<file path="config.mk">
export PLATFORM = sky130hd
export DESIGN_NAME = widget2_sched
export DESIGN_NICKNAME = d
export VERILOG_FILES = /design/src/rtl/widget2_sched_pkg.sv /design/src/rtl/widget2_rr_arb.sv /design/src/rtl/widget2_sched.sv
export SDC_FILE = /design/constraint.sdc
export NUM_CORES = 1
export LEC_CHECK = 0
export ABC_AREA = 1
export CORE_ASPECT_RATIO = 1.5
export CORE_MARGIN = 3
export CORE_UTILIZATION = 40
export CTS_CLUSTER_SIZE = 12
export DETAILED_ROUTE_END_ITERATION = 12
export GPL_TIMING_DRIVEN = 0
export PLACE_DENSITY = 0.77
export SYNTH_ARGS = -nofsm -noshare
export SYNTH_HDL_FRONTEND = slang
export SYNTH_SLANG_ARGS = --single-unit
</file>
<file path="constraint.sdc">
create_clock -name clk -period 4.6 [get_ports clk]
set_clock_uncertainty 0.2 [all_clocks]
set_input_delay 0.92 -clock clk [delete_from_list [all_inputs] [get_ports clk]]
set_output_delay 0.92 -clock clk [all_outputs]
set_load 0.01 [all_outputs]
</file>
<file path="src/rtl/widget2_sched_pkg.sv">
// Shared types and sizing helpers for the widget2 scheduler.
// State encoding plus width functions used for port and counter sizing.
package widget2_sched_pkg;

  localparam int STATE_W = 2;

  typedef enum logic [STATE_W-1:0] {
    IDLE = 2'd0,
    XFER = 2'd1,
    RESP = 2'd2
  } state_t;

  // Width of a requester index; never narrower than one bit.
  function automatic int id_w(input int nreq);
    return (nreq > 1) ? $clog2(nreq) : 1;
  endfunction

  // Width of the transfer counter, which must reach WIDTH+LAT.
  function automatic int cnt_w(input int width, input int lat);
    return $clog2(width + lat + 1);
  endfunction

endpackage

</file>
<file path="src/rtl/widget2_rr_arb.sv">
// Combinational round-robin arbiter for the widget2 scheduler.
// Grants the first asserted request strictly after ptr, wrapping to 0.
module widget2_rr_arb
  import widget2_sched_pkg::*;
#(
  parameter  int NREQ = 4,
  localparam int ID_W = id_w(NREQ)
) (
  input  logic [NREQ-1:0] req,
  input  logic [ID_W-1:0] ptr,
  input  logic            en,
  output logic [NREQ-1:0] gnt,
  output logic [ID_W-1:0] gnt_id
);

  logic found;

  // Two passes: indices above ptr first, then wrap to indices at or below ptr.
  always_comb begin
    // NOTE: every variable gets a default before any conditional write so no latch is inferred.
    gnt    = '0;
    gnt_id = '0;
    found  = 1'b0;
    for (int i = 0; i < NREQ; i++) begin
      if (en && !found && req[i] && (ID_W'(i) > ptr)) begin
        gnt[i] = 1'b1;
        gnt_id = ID_W'(i);
        found  = 1'b1;
      end
    end
    for (int i = 0; i < NREQ; i++) begin
      if (en && !found && req[i] && (ID_W'(i) <= ptr)) begin
        gnt[i] = 1'b1;
        gnt_id = ID_W'(i);
        found  = 1'b1;
      end
    end
  end

endmodule

</file>
<file path="src/rtl/widget2_sched.sv">
// Round-robin scheduler sharing one widget2 serial datapath among NREQ requesters.
// A granted word is shifted LSB-first into the widget, the widget's output stream
// is collected into rsp_data, and the result is returned tagged with the requester id.
// Optional feature macro: WIDGET2_SCHED_PRIO_EN (requester 0 wins whenever it is valid,
// without moving the round-robin pointer).
module widget2_sched
  import widget2_sched_pkg::*;
#(
  parameter  int NREQ  = 4,
  parameter  int WIDTH = 8,
  parameter  int LAT   = 1,
  localparam int ID_W  = id_w(NREQ),
  localparam int CNT_W = cnt_w(WIDTH, LAT)
) (
  input  logic                  clk,
  input  logic                  rst,
  input  logic [NREQ-1:0]       req_valid,
  input  logic [NREQ*WIDTH-1:0] req_data,
  output logic [NREQ-1:0]       req_ready,
  output logic                  rsp_valid,
  input  logic                  rsp_ready,
  output logic [ID_W-1:0]       rsp_id,
  output logic [WIDTH-1:0]      rsp_data,
  output logic                  w_data_in,
  input  logic                  w_data_out,
  output logic                  busy
);

  localparam logic [CNT_W-1:0] CNT_LAST = CNT_W'(WIDTH + LAT - 1);

  state_t            state;
  state_t            state_nxt;
  logic [ID_W-1:0]   ptr;
  logic [CNT_W-1:0]  cnt;
  logic [WIDTH-1:0]  shreg;
  logic              arb_en;
  logic              prio_hit;
  logic [NREQ-1:0]   arb_req;
  logic [NREQ-1:0]   arb_gnt;
  logic [ID_W-1:0]   arb_id;
  logic [NREQ-1:0]   gnt;
  logic [ID_W-1:0]   gnt_id;
  logic [WIDTH-1:0]  gnt_word;

`ifdef WIDGET2_SCHED_PRIO_EN
  // Requester 0 bypasses the rotation; the others rotate among themselves.
  assign prio_hit = req_valid[0];
  assign arb_req  = {req_valid[NREQ-1:1], 1'b0};
`else
  assign prio_hit = 1'b0;
  assign arb_req  = req_valid;
`endif

  widget2_rr_arb #(
    .NREQ (NREQ)
  ) u_arb (
    .req    (arb_req),
    .ptr    (ptr),
    .en     (arb_en),
    .gnt    (arb_gnt),
    .gnt_id (arb_id)
  );

  // Final grant: priority override on top of the rotating arbiter.
  always_comb begin
    gnt    = arb_gnt;
    gnt_id = arb_id;
    if (arb_en && prio_hit) begin
      gnt    = NREQ'(1);
      gnt_id = '0;
    end
  end

  // Select the granted requester's word (gnt is one-hot or zero).
  always_comb begin
    gnt_word = '0;
    for (int i = 0; i < NREQ; i++) begin
      if (gnt[i]) gnt_word = gnt_word | req_data[i*WIDTH +: WIDTH];
    end
  end

  // State register.
  always_ff @(posedge clk) begin
    // NOTE: sequential state uses non-blocking assignments so every flop samples pre-edge values.
    if (rst) state <= IDLE;
    else     state <= state_nxt;
  end

  // Next-state logic.
  always_comb begin
    state_nxt = state;
    case (state)
      IDLE:    if (|req_valid) state_nxt = XFER;
      XFER:    if (cnt == CNT_LAST) state_nxt = RESP;
      RESP:    if (rsp_ready) state_nxt = IDLE;
      default: state_nxt = IDLE;
    endcase
  end

  // State-decoded outputs; a grant is suppressed during reset so no request is consumed and then lost.
  always_comb begin
    arb_en    = 1'b0;
    rsp_valid = 1'b0;
    busy      = 1'b1;
    case (state)
      IDLE: begin
        arb_en = !rst;
        busy   = 1'b0;
      end
      RESP:    rsp_valid = 1'b1;
      default: ;
    endcase
  end

  assign req_ready = gnt;

  // Datapath: latch grant, shift the word out LSB-first, capture the widget stream.
  always_ff @(posedge clk) begin
    if (rst) begin
      ptr       <= ID_W'(NREQ - 1);
      cnt       <= '0;
      shreg     <= '0;
      w_data_in <= 1'b0;
      rsp_id    <= '0;
      rsp_data  <= '0;
    end else begin
      case (state)
        IDLE: begin
          if (|gnt) begin
            rsp_id    <= gnt_id;
            if (!prio_hit) ptr <= gnt_id;
            w_data_in <= gnt_word[0];
            shreg     <= gnt_word >> 1;
            cnt       <= '0;
          end
        end
        XFER: begin
          // shreg drains to zero, so w_data_in is 0 once all WIDTH bits are out.
          w_data_in <= shreg[0];
          shreg     <= shreg >> 1;
          cnt       <= cnt + CNT_W'(1);
          for (int i = 0; i < WIDTH; i++) begin
            if (cnt == CNT_W'(i + LAT)) rsp_data[i] <= w_data_out;
          end
        end
        default: ;
      endcase
    end
  end

endmodule

</file>
-- Yosys cells after proc, flatten, opt, wreduce, memory -nomap -nowiden
Index checks and enable logic that the tools add are counted.
- flip-flop bits (word level): 27
- bits of input ports: 40
- output and inout bits: 17
- logic and storage cells: 124
- $add $sub $neg: 1
- order comparisons: 8
- eq/ne operators: 14
- muxes and demuxes: 38
- bitwise operators: 3
- reductions and logical operators: 46
- operators by type and width (cell ; count):
    $mux W8 ; 5
    $or A8 B8 Y8 ; 3
    $logic_and A1 B1 Y1 ; 23
    $reduce_and A2 Y1 ; 10
    $mux W1 ; 19
    $mux W2 ; 9
    $eq A4 B3 Y1 const B ; 4
    $pmux W8 S2 ; 1
    $eq A4 B2 Y1 const B ; 2
    $logic_not A1 Y1 ; 8
    $ne A2 B2 Y1 const B ; 4
    $pmux W4 S2 ; 1
    $reduce_or A4 Y1 ; 2
    $pmux W2 S3 ; 1
    $add A4 B1 Y4 const B ; 1
    $eq A4 B1 Y1 const B ; 1
    $eq A4 B4 Y1 const B ; 1
    $gt A1 B2 Y1 const A ; 2
    $gt A2 B2 Y1 const A ; 2
    $le A1 B2 Y1 const A ; 2
    $le A2 B2 Y1 const A ; 2
    $mux W4 ; 1
    $reduce_and A3 Y1 ; 1
    $eq A2 B1 Y1 const B ; 1
    other kinds (4) ; 4

-- Depth between registers and ports, before layout
- word-level depth: 43
- depth in mapped cells: 11
- depth with buffers taken out: 11

-- Modules after synthesis
A second synthesis with hierarchy kept.
- cells, all modules: 238
- area, all modules: 1657.8 sq um
- by module, submodules not included (module ; instances ; cells each ; area an instance (sq um) ; sequential area each (sq um)):
    widget2_sched ; 1 ; 210 ; 1515.2 ; 520.5
    widget2_rr_arb ; 1 ; 28 ; 142.6 ; 0.0

-- Worst setup path after synthesis
Ideal clock, no wire load.
- path kind: input port to output port
- start point: input rst
- end point: output req_ready[2]
- arrival time: 1658 ps
- required time: 3480 ps
- setup slack: 1822 ps
- stages on the path: 6
- buffers on the path: 0
- cell sequence: inv_2 -> nand2_4 -> nor2_8 -> nor2_4 -> nand4_2 -> nand2_2
- longest elaborated chain between the ends: 35
- elaborated cells on any way between the ends: 36
- those cells by class: mux: 9; reduce/logical: 27
- ends and longest elaborated chain (what ; line ; source):
    start, declared ; widget2_sched.sv:16 ; input logic rst,
    $logic_not A1 Y1 (*) ; widget2_sched.sv:107 ; arb_en = !rst;
    $mux W1 (*) ; widget2_sched.sv:105 ; case (state)
    $logic_and A1 B1 Y1 (2 in series) ; widget2_rr_arb.sv:25 ; if (en && !found && req[i] && (ID_W'(i) > ptr)) begin
    $mux W1 ; widget2_rr_arb.sv:25 ;
    $logic_not A1 Y1 ; widget2_rr_arb.sv:25 ;
    $logic_and A1 B1 Y1 (3 in series) ; widget2_rr_arb.sv:25 ;
    $mux W1 ; widget2_rr_arb.sv:25 ;
    $logic_not A1 Y1 ; widget2_rr_arb.sv:25 ;
    (+10 left out) ; n/a ;
    $logic_and A1 B1 Y1 (3 in series) ; widget2_rr_arb.sv:32 ; if (en && !found && req[i] && (ID_W'(i) <= ptr)) begin
    $mux W1 ; widget2_rr_arb.sv:32 ;
    $logic_not A1 Y1 ; widget2_rr_arb.sv:32 ;
    $logic_and A1 B1 Y1 (3 in series) ; widget2_rr_arb.sv:32 ;
    $mux W1 ; widget2_rr_arb.sv:32 ;
    $logic_not A1 Y1 ; widget2_rr_arb.sv:32 ;
    $logic_and A1 B1 Y1 (3 in series) ; widget2_rr_arb.sv:32 ;
    $mux W1 (*) ; widget2_rr_arb.sv:32 ;
    end, declared ; widget2_sched.sv:19 ; output logic [NREQ-1:0] req_ready,
Every way passes the cells marked *; elsewhere a longest branch is shown, timed or not.

-- Worst setup path after layout
Ends and elaborated chain as after synthesis.

==> impl_metrics.yaml <==
outcome:
  outcome: "completed"
critical_path:
  cp_slowest_cell: "clkdlybuf4s50_1"
  cpMostUsedCell: "clkdlybuf4s50_1"
  cp_top_family: "buffers and inverters"
  arrival_ps: 3040
  path_class: "in -> out"
  cpPeakStageDelay_ps: 580
  crit_path_end_kind: "output port"
  worst_setup_path_start_kind: "primary input"
  crit_buf_inv: 3
  path_cells: "clkdlybuf4s50_1, inv_2, nand2_4, nor2_8, nor2_4, nand4_2, nand2_2, clkdlybuf4s50_1"
  crit_fanout: 9
  crit_required_ps: 3480
global_routing:
  grt_use_total_pct: 18.6
  grt_max_degree: 14
  grt_pass1_wl_mm: 7.44
  grt_pass1_vias: 1677
  antenna_found_initial: 0
  gr-total-overflow: 0
layout:
  final_cell_mix: "clkdlybuf4s50_1 (55), nand2_1 (43), nand3_1 (26), dfxtp_1 (26), a21oi_1 (23)"
  finalInstanceArea_um2: 2320
  final_common_cell: "clkdlybuf4s50_1"
  nFillCells: 391
  diodes: 0
  syn_to_final_growth_pct: 38.8
  multiInputGateArea_um2: 1010
  drive_above_1_share_pct: 11.4
  layout.nets: 336
  regArea_um2: 520
  final_util_pct: 58.1
power_and_ir_drop:
  power.leakage_nw: 0.922
  ir_drop_v: 0.000204
  power.density_nw_per_um2: 226
drt:
  vias: 1766
  wire_per_inst_um: 13.5
  drtIter0Drc: 56
  firstDrtPassIters: 4
  ant_nets: 0
  vias_per_cell: 5.27
  drc: 0
  routed_wl_mm: 4.51
floorplanning:
  fp-row-count: 28
  dieArea_um2: 5010
  coreArea_um2: 3990
  die_h_um: 85.2
  ios: 57
  die_x_um: 58.8
  start_util_pct: 41.9
logic_synthesis:
  synth_edf_count: 0
  yosys_most_used_dff: "dfxtp_1"
  yosysSeqAreaShare_pct: 31.1
  syn_area_um2: 1670
  synth_nets: 276
  synthCells: 232
  avgSynthCellArea_um2: 7.21
  ys_warn_count: 0
  ys_seq_elements: 26
  ys_async_sr_fraction_pct: 0
  ys_types: 30
sta:
  fmaxAchievable_mhz: 240
  grt_setup_unrepaired: "no"
  setup-tns-final_ps: 0
  setup_viol: 0
  setup_ws_ps: 435
  fin_crit_ps: 4160
  tightest_slew_ps: 463
  fin_crit_sh_pct: 90.5
  fin_hold_ws_ps: 267
  relSlewSlack_pct: 69.2
  maxSlewViolCount: 0
  hold_viol: 0
job:
  drv_cap: 0
clock_tree:
  cts_inserted_buffers: 3
  cts_buffer_depth: 2
  post-cts-setup-buffer-count: 0
  clock-root-buffer: "clkbuf_8"
  cts.sinks: 26
  clk_pin_slew_ps: 80
  cts_tree: "done"
  postCtsResizedCells: 0
  clk_latency_ps: 270
  postCtsHoldBufs: 0
  htree_levels: 1
placement:
  post-place-ws_ps: 409
  gp_congestion: 0.901
  dp_hpwl_mm: 3.71
  placed_cell_area_um2: 2280
  port_buffers: 55
min_path:
  min_path_type: "reg -> reg"
==> synth_stat cells (5+ instances only) <==
master | instances | area [um2]
or2_2 | 7 | 43.8
nand2_1 | 43 | 161
a31oi_1 | 7 | 43.8
nor2_1 | 12 | 45.0
nor3_1 | 9 | 45.0
nand4_1 | 13 | 81.3
nor4_1 | 7 | 43.8
a21oi_1 | 23 | 115
dfxtp_1 | 26 | 521
inv_1 | 21 | 78.8
nand3_1 | 26 | 130
clkbuf_1 | 5 | 18.8
==> per-layer routing <==
layer / global-route usage (%) / up-vias / part of all wire (%)
met2: 34.2 / 33 / 56
li1: - / 917 / -
met4: 6.39 / 0 / 2.1
met3: 2.44 / 10 / 3.7
met1: 21.1 / 806 / 39
met5: 0 / - / 0
==> sequential cells by signal, summed over array words and instances, names as in the netlist <==
signal and flops:
rsp_data 8, state 2, ptr 2, shreg 7, rsp_id 2, cnt 4
w_data_in 1
==> worst paths after layout <==
check                            from  slack, ps                  endpoint  cells past startpoint
min          rsp_data[7]$_SDFFE_PP0P_        270  rsp_data[7]$_SDFFE_PP0P_                      2
min reg2reg  rsp_data[7]$_SDFFE_PP0P_        270  rsp_data[7]$_SDFFE_PP0P_                      2
max reg2reg     state[0]$_SDFFE_PP0P_       2580     shreg[4]$_SDFFE_PP0P_                     10
max                               rst        440              req_ready[2]                      8
==> cells by family after synthesis <==
| logic type | synth area share [%] |
|---|---|
| compound gates | 12.5 |
| fa+ha+maj | 2.99 |
| buf+inv | 8.61 |
| flops | 31.1 |
| simple gates | 44.8 |
==> final cells by class <==
cell class	count	area share, %
clock buffer	3	1.78
multi-input combinational	172	43.4
inverter	25	4.05
timing repair buffer	55	23.7
tap	45	2.43
sequential	26	22.4
buffer	9	2.16
==> worst reg2reg max path, cell delays in order, from the launching register on <==
cell,delay [ps]
dfxtp_1,360
nor2_4,160
nand2_4,130
nor2_1,180
nor2_1,90
nand4_2,100
nand2_4,130
nor2_8,180
buf_6,160
nand4_1,100
a21oi_1,160
==> report_power, final <==
| group | switching [W] | leakage (nW) | internal (W) | total, W |
|---|---|---|---|---|
| sequential | 0.00000933 | 0.213 | 0.000239 | 0.000248 |
| clock | 0.0000671 | 0.0216 | 0.0000586 | 0.000126 |
| combinational | 0.0000766 | 0.688 | 0.0000737 | 0.000150 |
| total | 0.000153 | 0.922 | 0.000371 | 0.000524 |
==> per-stage QoR <==
step | total power, W | cells
3_3_place_gp | 0.000402 | 332
4_1_cts | 0.000528 | 335
2_1_floorplan | 0.000338 | 232
3_5_place_dp | 0.000404 | 332
6_report | 0.000524 | 335
5_1_grt | 0.000552 | 335
(Power assumes the default switching activity.)
==> patch (config.mk and constraints unchanged) <==
Add a define of `WIDGET2_SCHED_PRIO_EN`.
--- a/src/rtl/widget2_sched.sv
+++ b/src/rtl/widget2_sched.sv
@@ -4,4 +4,6 @@
 // Optional feature macro: WIDGET2_SCHED_PRIO_EN (requester 0 wins whenever it is valid,
 // without moving the round-robin pointer).
+`define WIDGET2_SCHED_PRIO_EN
+
 module widget2_sched
   import widget2_sched_pkg::*;
Check against the original RTL: no difference found for any inputs over 10 cycles, from zero or initial values and one cycle with rst high; that may be too few to reach the edited logic, so the function may still have changed.
==> patch against the unedited design <==
  * Final area increased by 3.5%
  * Synthesized cell count rose by 16%
  * Routed wire length down 0.13%
  * Total power is 0.70% higher
  * Sequential share of layout area shrank 0.75 points
  * Sequential cell count did not move
  * Worst hold slack improved by 8.7 ps
  * Final cell count is 11% higher
  * Setup slack better by 130 ps
  * Synthesized area is 5.4% higher
  * Critical path type unchanged
  * Via count increased by 7.1%
==> patch: results (changes against the unedited design) <==
status=finished, final reports clean; clock power share=24.0% (about the same); R2R Path End=shreg[6]$_SDFFE_PP0P_; period utilization=87.7% (-2.8 points); Slew headroom=69.1% (about the same); post-CTS setup buffer count=0 (unchanged); post-synthesis xor/xnor area fraction=0% (unchanged); R2R cell count=9 (-1); top post-synthesis cells by count=41 x nand3_1, 38 x inv_1, 34 x nand2_1; Inst Count DP=369 (+11%); Synth Area in Adders=2.84% (-0.15 points); layout cell share with drive strength beyond 1=11.9% (+0.55 points); Synth Area in Compound Gates=9.80% (-2.7 points); synthesized area per cell=6.52 sq um (-9.4%); Yosys cell types=31 (+3.3%); IO buf count=54 (-1.8%); post-synthesis sequential area ratio=29.5% (-1.6 points); first-pass GRT wire length=7790 um (+4.7%); ys async rst share=0% (unchanged); Final GP Congestion=0.889 (-1.3%); drt initial violations=59 (+5.4%); FILL cells=403 (+3.1%); WL final=4500 um (-0.13%); Critical Path Max Stage Delay=540 ps (-40 ps); CTS resizes=0 (unchanged); Placement Setup Slack=562 ps (+153 ps); Syn. warnings=0 (unchanged); Worst Setup SP=req_valid[2]; flop-to-flop setup slack=2560 ps (-20 ps); crit-path max FO=9 (unchanged); All-Layer GR Usage=18.5% (-0.078 points); switching pwr=0.000158 W (+3.6%); Sequential Power Share=47.0% (-0.4 points); crit path DAT=2920 ps (-120 ps); vias in the first global route=1888 (+13%); R2R Path Start=state[1]$_SDFFE_PP0P_; post-DP HPWL=3650 um (-1.4%); Avg WL per Cell=12.1 um (-10%); Peak supply drop=0.169 mV (-17%); Area after DPL=2360 sq um (+3.5%); Antenna Cells=0 (unchanged); mux cell area share after synthesis=0% (unchanged); Via density=5.09 (-3.5%); Area contributors post-synth=dfxtp_1 30%, nand3_1 12%, inv_1 8.1%; syn_nets=314 (+14%); H-tree level count=1 (unchanged); P_leak=1.07 nW (+16%)
[patch: cell count changes in the layout (fill, tap and decap cells not counted), moves of 3 or more]
| cell | delta |
|---|---|
| inv_1 | +17 |
| nor2_1 | +17 |
| a21oi_1 | -15 |
| nand3_1 | +15 |
| o21ai_0 | +10 |
| nand2_1 | -9 |
| or2_2 | -7 |
| inv_2 | +5 |
| buf_2 | +4 |
| nand3_2 | +4 |
| nand2_2 | +3 |
| nor4_1 | -3 |
| o21ai_1 | +3 |
[patch: cell type report]
cell class / instances / area (sq um) / share of cell area (%)
repair buffers: 54 / 541 / 22.5
plain buffers: 12 / 57.6 / 2.40
multi-input cells: 182 / 993 / 41.4
inverters: 50 / 190 / 7.92
clock buffers: 3 / 41.3 / 1.72
flip-flops and latches: 26 / 520 / 21.7
well taps: 45 / 56.3 / 2.35
[patch: how the worst min path moves through the flow]
| stage | start | to | slack [ps] | cells after the start |
|---|---|---|---|---|
| CTS | ptr[0]$_SDFFE_PP1P_ | ptr[0]$_SDFFE_PP1P_ | 280 | 2 |
| global route | ptr[0]$_SDFFE_PP1P_ | ptr[0]$_SDFFE_PP1P_ | 290 | 2 |
| finish | rsp_data[2]$_SDFFE_PP0P_ | rsp_data[2]$_SDFFE_PP0P_ | 280 | 2 |
| detailed placement | rsp_id[1]$_SDFFE_PP0P_ | rsp_id[1]$_SDFFE_PP0P_ | 260 | 2 |
| global placement | rsp_id[1]$_SDFFE_PP0P_ | rsp_id[1]$_SDFFE_PP0P_ | 250 | 2 |
| floorplan | ptr[0]$_SDFFE_PP1P_ | ptr[0]$_SDFFE_PP1P_ | 240 | 2 |
[patch: metal layers]
metal | wire, um | track usage (%)
met1 | 1970 | 22.1
met2 | 2280 | 32.6
met3 | 207 | 2.52
met4 | 49 | 6.65
met5 | 0 | 0
